File: src/rtl/design_compare_monitor.sv
// rtl/design_compare_monitor.sv - golden-vs-netlist output compare monitor
// Counts matches/mismatches over a run and latches the operands of the first mismatch.
module design_compare_monitor #(
    parameter int WIDTH   = 32,
    parameter int SETTLE  = 2,
    parameter int NUM_VEC = 1000,
    parameter int CNT_W   = 16
) (
    input  logic             clk,
    input  logic             rst,
    input  logic             start,
    input  logic             stim_valid,
    input  logic [WIDTH-1:0] golden,
    input  logic [WIDTH-1:0] dut,
    output logic             busy,
    output logic             cmp_strobe,
    output logic             fail,
    output logic             done,
    output logic             pass,
    output logic [CNT_W-1:0] match_cnt,
    output logic [CNT_W-1:0] mismatch_cnt,
    output logic [CNT_W-1:0] first_idx,
    output logic [WIDTH-1:0] first_golden,
    output logic [WIDTH-1:0] first_dut
);

    typedef enum logic [1:0] {S_IDLE, S_ARMED, S_SETTLE, S_DONE} state_t;

    localparam logic [CNT_W-1:0] CNT_MAX   = '1;
    localparam logic [3:0]       SETTLE_LD = 4'(SETTLE - 1);
    localparam logic [31:0]      NUM_VEC_U = NUM_VEC;
    localparam bit               ONE_CYCLE = (SETTLE == 1);

    state_t         state;
    logic [3:0]     settle_cnt;
    logic [1:0]     rst_sync;
    logic           rst_ok;
    logic           mismatch;
    logic           fire;
    logic           last;
    logic [CNT_W-1:0] match_nxt;
    logic [CNT_W-1:0] mis_nxt;
    logic [CNT_W:0]   total_cur;
    logic [CNT_W:0]   total_nxt;

    // Deassertion of rst reaches the FSM only after two flops.
    always_ff @(posedge clk or negedge rst) begin
        if (!rst) rst_sync <= 2'b00;
        else      rst_sync <= {rst_sync[0], 1'b1};
    end
    assign rst_ok = rst_sync[1];

    always_comb begin
        mismatch  = (golden != dut);
        // Counter value 1 means the comparison executes on this edge.
        fire      = (state == S_SETTLE && settle_cnt == 4'd1) ||
                    (state == S_ARMED && stim_valid && ONE_CYCLE);
        match_nxt = (!mismatch && match_cnt != CNT_MAX) ? match_cnt + 1'b1 : match_cnt;
        mis_nxt   = (mismatch && mismatch_cnt != CNT_MAX) ? mismatch_cnt + 1'b1 : mismatch_cnt;
        total_cur = {1'b0, match_cnt} + {1'b0, mismatch_cnt};
        total_nxt = {1'b0, match_nxt} + {1'b0, mis_nxt};
        last      = (32'(total_nxt) == NUM_VEC_U);
    end

    always_ff @(posedge clk or negedge rst) begin
        if (!rst) begin
            state        <= S_IDLE;
            settle_cnt   <= '0;
            busy         <= 1'b0;
            cmp_strobe   <= 1'b0;
            fail         <= 1'b0;
            done         <= 1'b0;
            pass         <= 1'b0;
            match_cnt    <= '0;
            mismatch_cnt <= '0;
            first_idx    <= '0;
            first_golden <= '0;
            first_dut    <= '0;
        end else begin
            cmp_strobe <= 1'b0;
            if (start && rst_ok) begin
                state        <= S_ARMED;
                settle_cnt   <= '0;
                busy         <= 1'b1;
                fail         <= 1'b0;
                done         <= 1'b0;
                pass         <= 1'b0;
                match_cnt    <= '0;
                mismatch_cnt <= '0;
                first_idx    <= '0;
                first_golden <= '0;
                first_dut    <= '0;
            end else if (state == S_ARMED || state == S_SETTLE) begin
                if (fire) begin
                    cmp_strobe   <= 1'b1;
                    match_cnt    <= match_nxt;
                    mismatch_cnt <= mis_nxt;
                    if (mismatch && !fail) begin
                        first_idx    <= (total_cur > {1'b0, CNT_MAX}) ? CNT_MAX
                                                                      : total_cur[CNT_W-1:0];
                        first_golden <= golden;
                        first_dut    <= dut;
                    end
                    if (mismatch) fail <= 1'b1;
                end
                if (fire && last) begin
                    state <= S_DONE;
                    done  <= 1'b1;
                    busy  <= 1'b0;
                    pass  <= (mis_nxt == '0);
                end else if (stim_valid && !ONE_CYCLE) begin
                    // A new stimulus restarts the settle window; an unfinished one is dropped.
                    state      <= S_SETTLE;
                    settle_cnt <= SETTLE_LD;
                end else if (fire) begin
                    state <= S_ARMED;
                end else if (state == S_SETTLE) begin
                    settle_cnt <= settle_cnt - 1'b1;
                end
            end
        end
    end

endmodule

File: config.mk
export PLATFORM = sky130hd
export DESIGN_NAME = design_compare_monitor
export DESIGN_NICKNAME = d
export VERILOG_FILES = /design/src/rtl/design_compare_monitor.sv
export SDC_FILE = /design/constraint.sdc
export NUM_CORES = 1
export LEC_CHECK = 0
export CORE_ASPECT_RATIO = 1.2
export CORE_MARGIN = 4
export CORE_UTILIZATION = 60
export CTS_CLUSTER_DIAMETER = 50
export DETAILED_ROUTE_END_ITERATION = 16
export DONT_BUFFER_PORTS = 1
export GPL_TIMING_DRIVEN = 0
export PLACE_DENSITY = 0.84
export SLEW_MARGIN = 20
export SYNTH_ARGS = -nofsm -noshare
export SYNTH_HDL_FRONTEND = slang
export SYNTH_SLANG_ARGS = --single-unit
File: constraint.sdc
create_clock -name clk -period 8.4 [get_ports clk]
set_input_delay 1.68 -clock clk [delete_from_list [all_inputs] [get_ports clk]]
set_output_delay 1.68 -clock clk [all_outputs]
set_load 0.02 [all_outputs]
==> results.sh <==
export IMPL_synth_cells=818
export IMPL_cts_tree="built"
export IMPL_postCtsSetupBuffers=0
export IMPL_hold_path_class="register to register"
export IMPL_clkTransAtPathRegs_ps=60
export IMPL_use_met2=0.524
export IMPL_path_buf_inv=2
export IMPL_initial_core_util=0.614
export IMPL_ir_worst_vdd_v=0.000202
export IMPL_use_met1=0.352
export IMPL_busiest_layer="met2"
export IMPL_rows=45
export IMPL_routed_via_density=6.25
export IMPL_slew_headroom=0.298
export IMPL_antenna_left=0
export IMPL_post_drt_wl_per_cell_um=22.4
export IMPL_nNetsFinal=944
export IMPL_wirelength_um=22700
export IMPL_total_power_uw=1890
export IMPL_fmax_mhz=144
export IMPL_outcome="finished, final reports clean"
export IMPL_worstSkewPairLatency_ps=420
export IMPL_critPathCaptureType="register"
export IMPL_grt_pass1_wl_um=35800
export IMPL_place_congestion=0.947
export IMPL_dieArea_um2=14900
export IMPL_antenna_found_initial=0
export IMPL_worst_pin_slew_ps=1040
export IMPL_fin_crit_ps=6930
export IMPL_path_cells="xnor2_1, nand4_1, nor4_1, nand2_1, buf_2, nor2_1, buf_2, xor2_1, ha_1, fa_1, or4_4, nor4_2, nand4_1, or4_4, nor4_1, o221ai_1, o21ai_1"
export IMPL_grt_max_degree=126
export IMPL_cp_slowest_stage_delay_ps=810
export IMPL_critical_path_top_delay_family="simple AND/OR/NAND/NOR gates"
export IMPL_final_hold_violation_count=0
export IMPL_ctsLongestPathBuffers=2
export IMPL_die_height_um=133
export IMPL_grt_use_total=0.307
export IMPL_htreeDepth=4
export IMPL_synth_edf_count=0
export IMPL_max_cap_violations=0
export IMPL_drtIter0Drc=484
export IMPL_fill_cells=987
export IMPL_syn2layout_area_growth_pct=10.9
export IMPL_slowest_stage="nor4_1"
export IMPL_arrival_ps=7270
export IMPL_fin_skew_ps=12.0
export IMPL_p_per_area_nw_per_um2=219
export IMPL_async_flop_share=1.00
export IMPL_drcViolationCount=0
export IMPL_place_ws_ps=1320
export IMPL_ios=185
export IMPL_num_vias=6339
export IMPL_drtPass1Iterations=5
export IMPL_design_core_area_um2=12700
export IMPL_setup_ws_ps=1470
export IMPL_grt_use_met3=0.101
export IMPL_syn_nets=925
export IMPL_setup_viol=0
export IMPL_grt_pass1_vias=6561
export IMPL_finalCoreUtilization=0.681
export IMPL_ys_seq_area_frac=0.402
export IMPL_numPortBuffers=0
export IMPL_ys_seq_elements=125
export IMPL_final_layout_size_suffix_gt1_frac=0.0824
export IMPL_numCtsBuffers=17
export IMPL_yosysWarnings=0
export IMPL_crit_required_ps=8740
export IMPL_synth_ff_type="dfrtp_1"
export IMPL_start_kind="input port"
export IMPL_rsz0062_at_grt="false"
export IMPL_cts_resized_gates=0
export IMPL_p_leak_uw=0.00396
export IMPL_crit_type="input port to register"
export IMPL_timing_setup_tns_ps=0
export IMPL_cts_root_buffer="clkbuf_16"
export IMPL_slew_violations=0
export IMPL_die_w_um=112
export IMPL_cts_sinks=125
export IMPL_yosysUniqueCellTypes=63
export IMPL_antenna_cells=0
export IMPL_holdBufCountCts=0
export IMPL_crit_path_max_fanout=10
export IMPL_place_hpwl_um=16900
export IMPL_synth_area_um2=7780
export IMPL_gr_total_overflow=0
export IMPL_finalCritPeriodShare=0.825
export IMPL_synth_avg_cell_area_um2=9.51
## cell families (layout without fill, tap and decap cells)
kind of cell	count (synthesis)	count (layout)	share of synthesized area
compound gates	119	119	0.101
fa+ha+maj	39	39	0.0646
buf+inv	61	93	0.0333
other cells	1	1	0.000482
xor+xnor	114	114	0.128
flops	125	125	0.402
mux	68	68	0.0878
simple gates	291	291	0.182
## flip-flops by register name, summed over array words and instances (netlist names), 2 cells and up
signal        count
state             2
settle_cnt        4
mismatch_cnt     16
first_dut        32
first_golden     32
first_idx        16
match_cnt        16
rst_sync          2
## Yosys cell counts, types with 11 or more instances
master | instances | share of area
nor3_1 | 11 | 0.0071
inv_1 | 13 | 0.0063
o21ai_0 | 30 | 0.019
nand4_1 | 22 | 0.018
nand3_1 | 29 | 0.019
and3_1 | 12 | 0.0096
clkbuf_1 | 28 | 0.014
nand2_1 | 42 | 0.020
mux2i_1 | 66 | 0.085
ha_1 | 37 | 0.059
a21oi_1 | 30 | 0.019
xnor2_1 | 61 | 0.069
buf_2 | 17 | 0.011
nor4_1 | 11 | 0.0088
dfrtp_1 | 125 | 0.40
nor2_1 | 123 | 0.059
xor2_1 | 53 | 0.060
## layout by cell type, fill, tap and decap left out, types with 5 or more instances in the layout
cell type | netlist | final
dfrtp_1 | 125 | 125
nor2_1 | 123 | 123
mux2i_1 | 66 | 66
xnor2_1 | 61 | 61
xor2_1 | 53 | 53
nand2_1 | 42 | 42
ha_1 | 37 | 37
a21oi_1 | 30 | 30
o21ai_0 | 30 | 30
nand3_1 | 29 | 29
clkbuf_1 | 28 | 28
nand4_1 | 22 | 22
buf_2 | 17 | 17
clkbuf_16 | 0 | 17
inv_1 | 13 | 13
and3_1 | 12 | 12
nor4_1 | 11 | 11
nor3_1 | 11 | 11
and2_1 | 10 | 10
a21o_1 | 8 | 8
and4_1 | 6 | 6
or2_2 | 6 | 6
a211oi_1 | 6 | 6
o21a_1 | 5 | 5
inv_8 | 0 | 5
inv_6 | 0 | 5
## through the flow
step / hold slack (ps) / cell area, um2 / std cells
after CTS: 360 / 8630 / 1014
after floorplan: 331 / 7780 / 818
after global placement: 335 / 7990 / 982
after detailed placement: 345 / 7990 / 982
after global routing: 362 / 8630 / 1014
final: 359 / 8630 / 1014
## final timing paths
kind	slack (ps)	startpoint	cells past startpoint	end
max in group asynchronous	7260	rst	0	first_golden[9]
min in group asynchronous	950	rst	0	first_idx[4]
hold / removal	360	rst_sync[0]	0	rst_sync[1]
hold reg to reg	360	rst_sync[0]	0	rst_sync[1]
setup / recovery	1470	golden[16]	17	pass
setup reg to reg	2620	match_cnt[5]	17	pass
## routing by layer
layer  wire length (um)  up-vias
met5                  0        -
met4                917        0
met3               2200       58
met2              11200      341
met1               8370     3028
li1                   -     2912
## area by class of cell
type                            instances  area (um2)  share of cell area
Sequential cell                       125        3130               0.363
Clock buffer                           17         425              0.0493
Inverter                               13        48.8             0.00566
Tap cell                              164         205              0.0238
Multi-Input combinational cell        632        4390               0.509
Clock inverter                         15         215              0.0249
Buffer                                 48         210              0.0244
## power breakdown
| part | total (uW) | leakage (uW) | internal (uW) | switching [uW] |
|---|---|---|---|---|
| sequential | 833 | 0.00172 | 680 | 153 |
| combinational | 244 | 0.00193 | 105 | 140 |
| clock | 810 | 0.000316 | 485 | 325 |
Power figures use the tool's default switching activity.
